==> src/rtl/dac8550_rx.sv <==
// dac8550_rx
//   Receive side of a DAC8550-style 3-wire serial link (sync_n / sclk / din,
//   24-bit frames, MSB first). The link is oversampled on clk, deserialised,
//   and each completed frame is offered as a 16-bit sample plus 2 power-down
//   bits on a valid/ready stream.
//
//   Build option: define DAC_RX_FIFO_EN to place a 2**FIFO_AW entry
//   first-word-fall-through FIFO between frame commit and the output.
//   Without it a single holding register is used and FIFO_AW is ignored.
//
// Ports
//   clk        system clock, at least 4x the link sclk
//   rst        synchronous active-high reset
//   sclk_in    link serial clock (asynchronous)
//   sync_n_in  link frame sync, active-low (asynchronous)
//   din        link serial data (asynchronous)
//   rx_data    received sample
//   rx_pd      received power-down bits
//   rx_valid   rx_data/rx_pd hold a word
//   rx_ready   downstream accepts the word when rx_valid & rx_ready
//   frame_err  one-clk pulse: sync_n rose before a full frame
//   overflow   sticky: a frame completed with no free storage
module dac8550_rx #(
  parameter int FRAME_BITS  = 24,
  parameter int SYNC_STAGES = 2,
  parameter int FIFO_AW     = 2
) (
  input  logic        clk,
  input  logic        rst,
  input  logic        sclk_in,
  input  logic        sync_n_in,
  input  logic        din,
  output logic [15:0] rx_data,
  output logic [1:0]  rx_pd,
  output logic        rx_valid,
  input  logic        rx_ready,
  output logic        frame_err,
  output logic        overflow
);

  localparam int CNT_W  = $clog2(FRAME_BITS + 1);
  // Only the low 18 bits carry information; the ignored top bits of the
  // frame simply shift out of the register.
  localparam int WORD_W = 18;

  typedef enum logic [1:0] {IDLE, SHIFT, WAIT} state_t;

  // Stage p0: input synchronisers and sclk edge detect
  logic [SYNC_STAGES-1:0] sclk_p0, sync_p0, din_p0;
  logic                   sclk_d_p0;
  logic                   sclk_s, sync_s, din_s, fall;

  always_ff @(posedge clk) begin
    if (rst) begin
      sclk_p0   <= '0;
      sync_p0   <= '1;
      din_p0    <= '0;
      sclk_d_p0 <= 1'b0;
    end else begin
      sclk_p0   <= {sclk_p0[SYNC_STAGES-2:0], sclk_in};
      sync_p0   <= {sync_p0[SYNC_STAGES-2:0], sync_n_in};
      din_p0    <= {din_p0[SYNC_STAGES-2:0], din};
      sclk_d_p0 <= sclk_s;
    end
  end

  assign sclk_s = sclk_p0[SYNC_STAGES-1];
  assign sync_s = sync_p0[SYNC_STAGES-1];
  assign din_s  = din_p0[SYNC_STAGES-1];
  assign fall   = sclk_d_p0 & ~sclk_s;

  // Stage p1: frame FSM and shift register
  state_t            state;
  logic [CNT_W-1:0]  bit_cnt;
  logic [WORD_W-1:0] shreg;
  logic              vld_p1;
  logic              shift_en;

  // A fall in the same cycle that sync_n is first seen low is the MSB.
  assign shift_en = fall & ((state == SHIFT) | ((state == IDLE) & ~sync_s));

  always_ff @(posedge clk) begin
    if (shift_en) shreg <= {shreg[WORD_W-2:0], din_s};
  end

  always_ff @(posedge clk) begin
    if (rst) begin
      state     <= IDLE;
      bit_cnt   <= '0;
      vld_p1    <= 1'b0;
      frame_err <= 1'b0;
    end else begin
      vld_p1    <= 1'b0;
      frame_err <= 1'b0;
      case (state)
        IDLE: begin
          if (!sync_s) begin
            state   <= SHIFT;
            bit_cnt <= fall ? CNT_W'(1) : '0;
          end
        end
        SHIFT: begin
          // A fall completing the frame wins over a coincident sync_n rise.
          if (fall) begin
            bit_cnt <= bit_cnt + CNT_W'(1);
            if (bit_cnt == CNT_W'(FRAME_BITS - 1)) begin
              vld_p1 <= 1'b1;
              state  <= WAIT;
            end
          end else if (sync_s) begin
            frame_err <= 1'b1;
            state     <= IDLE;
          end
        end
        WAIT: begin
          // Further sclk activity in this sync_n-low window is ignored.
          if (sync_s) state <= IDLE;
        end
        default: state <= IDLE;
      endcase
    end
  end

  // Stage p2: output storage
  logic pop;
  assign pop = rx_valid & rx_ready;

`ifdef DAC_RX_FIFO_EN
  localparam int DEPTH = 2 ** FIFO_AW;

  logic [WORD_W-1:0]  mem [DEPTH];
  logic [FIFO_AW-1:0] wr_ptr, rd_ptr;
  logic [FIFO_AW:0]   count;
  logic               full, push;

  assign full = (count == (FIFO_AW + 1)'(DEPTH));
  // A pop frees the head this cycle, so a full FIFO can still accept.
  assign push = vld_p1 & (~full | pop);

  always_ff @(posedge clk) begin
    if (push) mem[wr_ptr] <= shreg;
  end

  always_ff @(posedge clk) begin
    if (rst) begin
      wr_ptr   <= '0;
      rd_ptr   <= '0;
      count    <= '0;
      overflow <= 1'b0;
    end else begin
      if (push) wr_ptr <= wr_ptr + FIFO_AW'(1);
      if (pop)  rd_ptr <= rd_ptr + FIFO_AW'(1);
      case ({push, pop})
        2'b10:   count <= count + (FIFO_AW + 1)'(1);
        2'b01:   count <= count - (FIFO_AW + 1)'(1);
        default: count <= count;
      endcase
      if (vld_p1 & full & ~pop) overflow <= 1'b1;
    end
  end

  // First-word-fall-through head; outputs read as zero while empty.
  assign rx_valid = (count != '0);
  assign rx_data  = rx_valid ? mem[rd_ptr][15:0]  : '0;
  assign rx_pd    = rx_valid ? mem[rd_ptr][17:16] : '0;
`else
  always_ff @(posedge clk) begin
    if (rst) begin
      rx_data  <= '0;
      rx_pd    <= '0;
      rx_valid <= 1'b0;
      overflow <= 1'b0;
    end else begin
      if (vld_p1) begin
        // Commit with a simultaneous pop replaces the word without a bubble.
        if (!rx_valid || pop) begin
          rx_data  <= shreg[15:0];
          rx_pd    <= shreg[17:16];
          rx_valid <= 1'b1;
        end else begin
          overflow <= 1'b1;
        end
      end else if (pop) begin
        rx_valid <= 1'b0;
      end
    end
  end
`endif

endmodule

==> config.mk <==
export PLATFORM = sky130hd
export DESIGN_NAME = dac8550_rx
export DESIGN_NICKNAME = d
export VERILOG_FILES = /design/src/rtl/dac8550_rx.sv
export SDC_FILE = /design/constraint.sdc
export NUM_CORES = 1
export LEC_CHECK = 0
export ABC_CLOCK_PERIOD_IN_PS = 2800
export BUFFER_PORTS_ARGS = -buffer_cell sky130_fd_sc_hd__buf_2
export CAP_MARGIN = 20
export CORE_ASPECT_RATIO = 0.8
export CORE_UTILIZATION = 40
export CTS_CLUSTER_DIAMETER = 100
export CTS_CLUSTER_SIZE = 12
export DETAILED_ROUTE_END_ITERATION = 10
export PLACE_DENSITY = 0.7
export SKIP_CTS_REPAIR_TIMING = 1
export SYNTH_ARGS = -nofsm -noshare
export SYNTH_HDL_FRONTEND = slang
export SYNTH_SLANG_ARGS = --single-unit
export TNS_END_PERCENT = 50
==> constraint.sdc <==
create_clock -name clk -period 2.8 [get_ports clk]
set_input_delay 0.56 -clock clk [delete_from_list [all_inputs] [get_ports clk]]
set_output_delay 0.56 -clock clk [all_outputs]
set_load 0.005 [all_outputs]
==> results of run 1 <==
[cells in the mapped netlist, types with 2 or more instances]
cell type	n	area, sq um
nand3_1	21	105.1
nor3b_1	2	15.01
mux2i_1	2	20.02
edfxtp_1	18	540.5
or2_2	2	12.51
nor2_1	4	15.01
buf_2	4	20.02
nor2b_1	7	43.79
o21ai_0	17	85.08
a211oi_1	2	15.01
nor4_1	2	12.51
nand2_1	3	11.26
or3b_1	3	26.28
clkbuf_1	5	18.77
inv_1	3	11.26
a21oi_1	20	100.1
a31oi_1	3	18.77
dfxtp_1	36	720.7
clkbuf_2	2	10.01
nand2b_1	2	12.51
nand3b_1	2	15.01
[logic make-up (layout without fill, tap and decap cells)]
kind of cell / Yosys count / after routing / share of synthesized area [%]
adder cells (fa/ha/maj): 1 / 1 / 0.6340
multiplexers: 2 / 2 / 1.015
flip-flops: 54 / 54 / 63.92
AO/OA/AOI/OAI: 48 / 48 / 13.70
AND/OR/NAND/NOR: 55 / 55 / 16.93
buffers and inverters: 16 / 39 / 3.805
[per-stage QoR]
stage	power [W]	hold WS [ns]	setup WS (ns)	area, sq um
detailed placement	0.0008558	0.3955	1.111	2130
finish	0.001355	0.4125	1.081	2241
global route	0.001403	0.4297	0.9409	2241
CTS	0.001368	0.4169	1.093	2241
global placement	0.0008549	0.3877	1.160	2130
floorplan	0.0008492	0.3855	0.2810	1973
[layer usage]
layer,GRT usage [%],vias up
li1,-,684
met1,20.14,653
met2,22.56,42
met3,5.915,7
met4,4.688,0
met5,0,-
[worst max-delay path, delay by kind of cell, from the launching register on]
family,cells,cell delay (ns)
DFF,1,0.76
buffers and inverters,1,0.44
AOI/OAI and AO/OA,2,0.37
[power by group through the flow]
| stage | combinational (W) | clock (W) | sequential, W |
|---|---|---|---|
| detailed placement | 0.0000235 | 0 | 0.000832 |
| CTS | 0.0000236 | 0.000530 | 0.000814 |
| global route | 0.0000256 | 0.000562 | 0.000815 |
| finish | 0.0000231 | 0.000517 | 0.000814 |
| floorplan | 0.0000184 | 0 | 0.000831 |
| global placement | 0.0000228 | 0 | 0.000832 |
[registers in the layout, summed over array words and instances (netlist names)]
| name | cells |
|---|---|
| bit_cnt | 5 |
| din_p0 | 2 |
| frame_err | 1 |
| overflow | 1 |
| rx_data | 16 |
| rx_pd | 2 |
| rx_valid | 1 |
| sclk_d_p0 | 1 |
| sclk_p0 | 2 |
| shreg | 18 |
| state | 2 |
| sync_p0 | 2 |
| vld_p1 | 1 |
[worst min-delay path by stage]
| stage | startpoint | end | slack, ns | depth (start not counted) |
|---|---|---|---|---|
| 2_1_floorplan | din_p0[1] | shreg[0] | 0.39 | 0 |
| 3_3_place_gp | din_p0[1] | shreg[0] | 0.39 | 0 |
| 3_5_place_dp | din_p0[1] | shreg[0] | 0.40 | 0 |
| 4_1_cts | din_p0[1] | shreg[0] | 0.42 | 0 |
| 5_1_grt | din_p0[1] | shreg[0] | 0.43 | 0 |
| 6_report | din_p0[1] | shreg[0] | 0.41 | 0 |
[final cells by class]
cell class,instances,area [sq um]
clock buffer,6,72.57
clock inverter,2,38.79
fill,414,2411
inverter,3,11.26
multi-input combinational,106,636.9
sequential,54,1261
tap,60,75.07
timing repair buffer,28,145.1
==> results.sh, run 1 <==
export IMPL_arrival_ns=1.87
export IMPL_antenna_found_initial=0
export IMPL_rows=22
export IMPL_clk_path_buf_depth=2
export IMPL_initial_core_util_pct=42.42
export IMPL_rsz0062_at_grt="false"
export IMPL_syn_instance_count=176
export IMPL_overflow=0
export IMPL_cp_max_fo=20
export IMPL_drive_above_1_share_pct=19.60
export IMPL_vias_per_cell=5.351
export IMPL_area_growth_pct=13.57
export IMPL_first_iter_violations=101
export IMPL_synth_net_count=183
export IMPL_htreeDepth=2
export IMPL_pwr_share_seq_pct=60.1
export IMPL_ys_flop_type="dfxtp_1"
export IMPL_clock_fmax_mhz=581.8
export IMPL_grt_pass1_wl_um=5878
export IMPL_p_leak_nw=0.8243
export IMPL_rr_endpoint="rx_data[1]"
export IMPL_via_count=1386
export IMPL_p_sw_share_pct=19.66
export IMPL_cts_made_buffers=5
export IMPL_synthesis_area_sq_mm=0.001973
export IMPL_drt_wirelength_per_cell_um=13.66
export IMPL_timing_rr_start="vld_p1"
export IMPL_dr_wl_met2_um=1573
export IMPL_cpMaxStageDelayCell="dfxtp_1"
export IMPL_dieArea_sq_mm=0.005220
export IMPL_clock_sinks=54
export IMPL_p_int_w=0.001088
export IMPL_power_density_mw_per_mm2=604.5
export IMPL_dpl_hpwl_um=2237
export IMPL_first_global_vias=1262
export IMPL_die_x_um=80.53
export IMPL_tritoncts="yes"
export IMPL_peakVddDrop_mv=0.2825
export IMPL_met1_length_um=1687
export IMPL_root_buffer="clkbuf_8"
export IMPL_ant_nets=0
export IMPL_num_antenna_cells=0
export IMPL_die_h_um=64.82
export IMPL_endpoint="rx_data[1]"
export IMPL_finClkSkew_ns=0.01331
export IMPL_dr_max_layer_used="met4"
export IMPL_synth_edf_count=18
export IMPL_layout_commonest_cell="dfxtp_1"
export IMPL_slew_viol_final=0
export IMPL_grt_usage_pct=15.14
export IMPL_placedCellCount=251
export IMPL_p_clk_share_pct=38.2
export IMPL_path_cells="inv_1 > o21ai_0 > a21oi_1"
export IMPL_hold_class="reg2reg"
export IMPL_grt_start_max_net_pins=39
export IMPL_max_stage_delay_ns=0.76
export IMPL_ff2ff_setup_slack_ns=1.08
export IMPL_drt_first_pass_iters=4
export IMPL_worstMarginPinSlew_ns=0.6968
export IMPL_core_sq_mm=0.004652
export IMPL_worst_r2r_path_depth=3
export IMPL_fin_setup_tns_ns=0
export IMPL_switchingPower_w=0.0002663
export IMPL_synthArstFlopShare_pct=0
export IMPL_routed_wl_um=3538
export IMPL_setup_viol=0
export IMPL_finalNonFillerCells=259
export IMPL_status="complete, no violations"
export IMPL_io_pins=27
export IMPL_clk_latency_ns=0.31
export IMPL_gp_congestion=0.6976
export IMPL_clk_pin_slew_worst_paths_ns=0.08
export IMPL_worst_setup_path_type="reg2reg"
export IMPL_drc=0
export IMPL_cp_data_required_time_ns=2.96
export IMPL_final_cell_mix="36 x dfxtp_1, 26 x buf_2, 21 x nand3_1"
export IMPL_fin_nets=205
export IMPL_syn_avg_cell_area_sq_um=11.21
export IMPL_seq_area_frac_synth_pct=63.92
export IMPL_utilization_pct=48.17
export IMPL_crit_start="vld_p1"
export IMPL_yosysWarnings=0
export IMPL_cp_start_kind="flop"
export IMPL_hold_viol_final=0
export IMPL_maxCapViolations=0
export IMPL_numPortBuffers=26
export IMPL_wl_met3_um=239
export IMPL_final_period_utilization_pct=61.38
export IMPL_yosysUniqueCellTypes=37
export IMPL_relSlewSlack_pct=53.55
export IMPL_combPwrFrac_pct=1.7
export IMPL_setup_worst_path_end_class="flop"
export IMPL_fin_crit_ns=1.719
export IMPL_synth_seq_cells=54
(Power assumes the default switching activity.)
==> run 2: changes to the inputs <==
ABC_CLOCK_PERIOD_IN_PS = 1400   (was 2800)
PLACE_DENSITY = 0.72   (was 0.7)
clock period = 1.4 ns   (was 2.8 ns; I/O delays follow)
==> run 2 against run 1 <==
Largest power group unchanged. Clock-buffer cell count shrank 1. Critical path depth grew 1. Fmax grew 30%. Global-route usage shrank 0.23 points. Critical path type unchanged. Register-to-register slack lost 1.0 ns. Clock power grew 68%.
==> results.sh, run 2 (same netlist as run 1, synthesis figures left out) <==
export IMPL_status="complete, no violations"
export IMPL_htreeDepth=2
export IMPL_final_cell_area_sq_mm=0.002308
export IMPL_crit_start="bit_cnt[0]"
export IMPL_routed_wl_um=3463
export IMPL_clk_latency_ns=0.31
export IMPL_hold_class="in2reg"
export IMPL_maxCapViolations=0
export IMPL_dieArea_sq_mm=0.005220
export IMPL_top_regs="shreg: 18 flops, rx_data: 16 flops, bit_cnt: 5 flops"
export IMPL_num_antenna_cells=0
export IMPL_worstMarginPinSlew_ns=0.4965
export IMPL_path_cells="ha_2 > inv_1 > or4_1 > a31oi_1"
export IMPL_fin_crit_ns=1.322
export IMPL_die_h_um=64.82
export IMPL_io_pins=27
export IMPL_first_global_vias=1295
export IMPL_cp_start_kind="flop"
export IMPL_hold_viol_final=0
export IMPL_cp_max_fo=4
export IMPL_slew_viol_final=0
export IMPL_grt_usage_pct=14.91
export IMPL_holdWs_ns=0.1477
export IMPL_rows=22
export IMPL_area_growth_pct=16.99
export IMPL_drt_first_pass_iters=4
export IMPL_clock_sinks=54
export IMPL_finClkSkew_ns=0.01370
export IMPL_setup_worst_path_end_class="flop"
export IMPL_p_leak_nw=0.8568
export IMPL_numPortBuffers=26
export IMPL_clk_path_buf_depth=2
export IMPL_largest_reg_flops=18
export IMPL_fin_nets=213
export IMPL_antenna_found_initial=0
export IMPL_gp_congestion=0.7491
export IMPL_root_buffer="clkbuf_8"
export IMPL_overflow=0
export IMPL_drive_above_1_share_pct=25.60
export IMPL_cp_top_family="simple AND/OR/NAND/NOR gates"
export IMPL_drt_wirelength_per_cell_um=12.97
export IMPL_top_register="shreg"
export IMPL_via_count=1382
export IMPL_drc=0
export IMPL_ant_nets=0
export IMPL_initial_core_util_pct=42.42
export IMPL_worst_setup_path_type="reg2reg"
export IMPL_cpMaxStageDelayCell="or4_1"
export IMPL_final_period_utilization_pct=94.44
export IMPL_relSlewSlack_pct=66.86
export IMPL_tritoncts="yes"
export IMPL_vias_per_cell=5.176
export IMPL_dpl_hpwl_um=2304
export IMPL_timing_rr_start="bit_cnt[0]"
export IMPL_core_sq_mm=0.004652
export IMPL_placed_area_sq_mm=0.002213
export IMPL_arrival_ns=1.57
export IMPL_layout_commonest_cell="dfxtp_1"
export IMPL_clk_pin_slew_worst_paths_ns=0.10
export IMPL_clock_fmax_mhz=756.3
export IMPL_grt_pass1_wl_um=5954
export IMPL_max_stage_delay_ns=0.47
export IMPL_die_x_um=80.53
export IMPL_peakVddDrop_mv=0.5559
export IMPL_final_cell_mix="33 x dfxtp_1, 26 x buf_2, 21 x nand3_1"
export IMPL_grt_start_max_net_pins=20
export IMPL_setup_viol=0
export IMPL_fin_setup_tns_ns=0
export IMPL_first_iter_violations=74
export IMPL_cts_made_buffers=5
export IMPL_path_buf_inv=1
export IMPL_cp_data_required_time_ns=1.65
export IMPL_power_density_mw_per_mm2=1105
export IMPL_hp_start="sync_n_in"
## run 2: worst reg2reg max path: stages (launching register included)
cell and delay, ns:
dfxtp_1 0.36, ha_2 0.21, inv_1 0.06, or4_1 0.47, a31oi_1 0.16
## run 2: final timing paths
check                to  slack (ns)  depth (start not counted)
max reg2reg  bit_cnt[2]        0.08                          4
min          sync_p0[0]        0.15                          2
max          bit_cnt[2]        0.08                          4
min reg2reg    shreg[0]        0.41                          0
## run 2: through the flow
step / util [%] / setup WS, ns / cells / power, W
after global placement: 47.58 / 0.1080 / 259 / 0.001719
final: 49.62 / 0.07781 / 267 / 0.002551
after global routing: 49.62 / -0.008327 / 267 / 0.002646
after CTS: 49.52 / 0.03945 / 267 / 0.002586
after detailed placement: 47.58 / 0.05330 / 259 / 0.001720
after floorplan: - / 0.03552 / 176 / 0.001702
## run 2: per-layer routing
layer	global-route usage [%]	wire [um]	vias up	share of wire, %
met3	4.789	138	10	4.0
met4	6.250	76	0	2.2
li1	-	-	701	-
met2	22.14	1486	26	43
met5	0	0	-	0
met1	19.93	1761	645	51
## run 2: final cells by class
type                       count  area [sq um]
sequential                    54          1265
timing repair buffer          36         205.2
multi-input combinational    106         661.9
clock inverter                 3         21.27
tap                           60         75.07
fill                         447          2344
inverter                       3         11.26
clock buffer                   5         68.82
## run 2: power by group
part           switching, W  internal [W]  leakage (nW)  total [W]
sequential       0.00000948       0.00162         0.456    0.00163
combinational     0.0000283     0.0000245         0.355  0.0000528
clock              0.000516      0.000353        0.0458   0.000869
total              0.000553       0.00200         0.857    0.00255
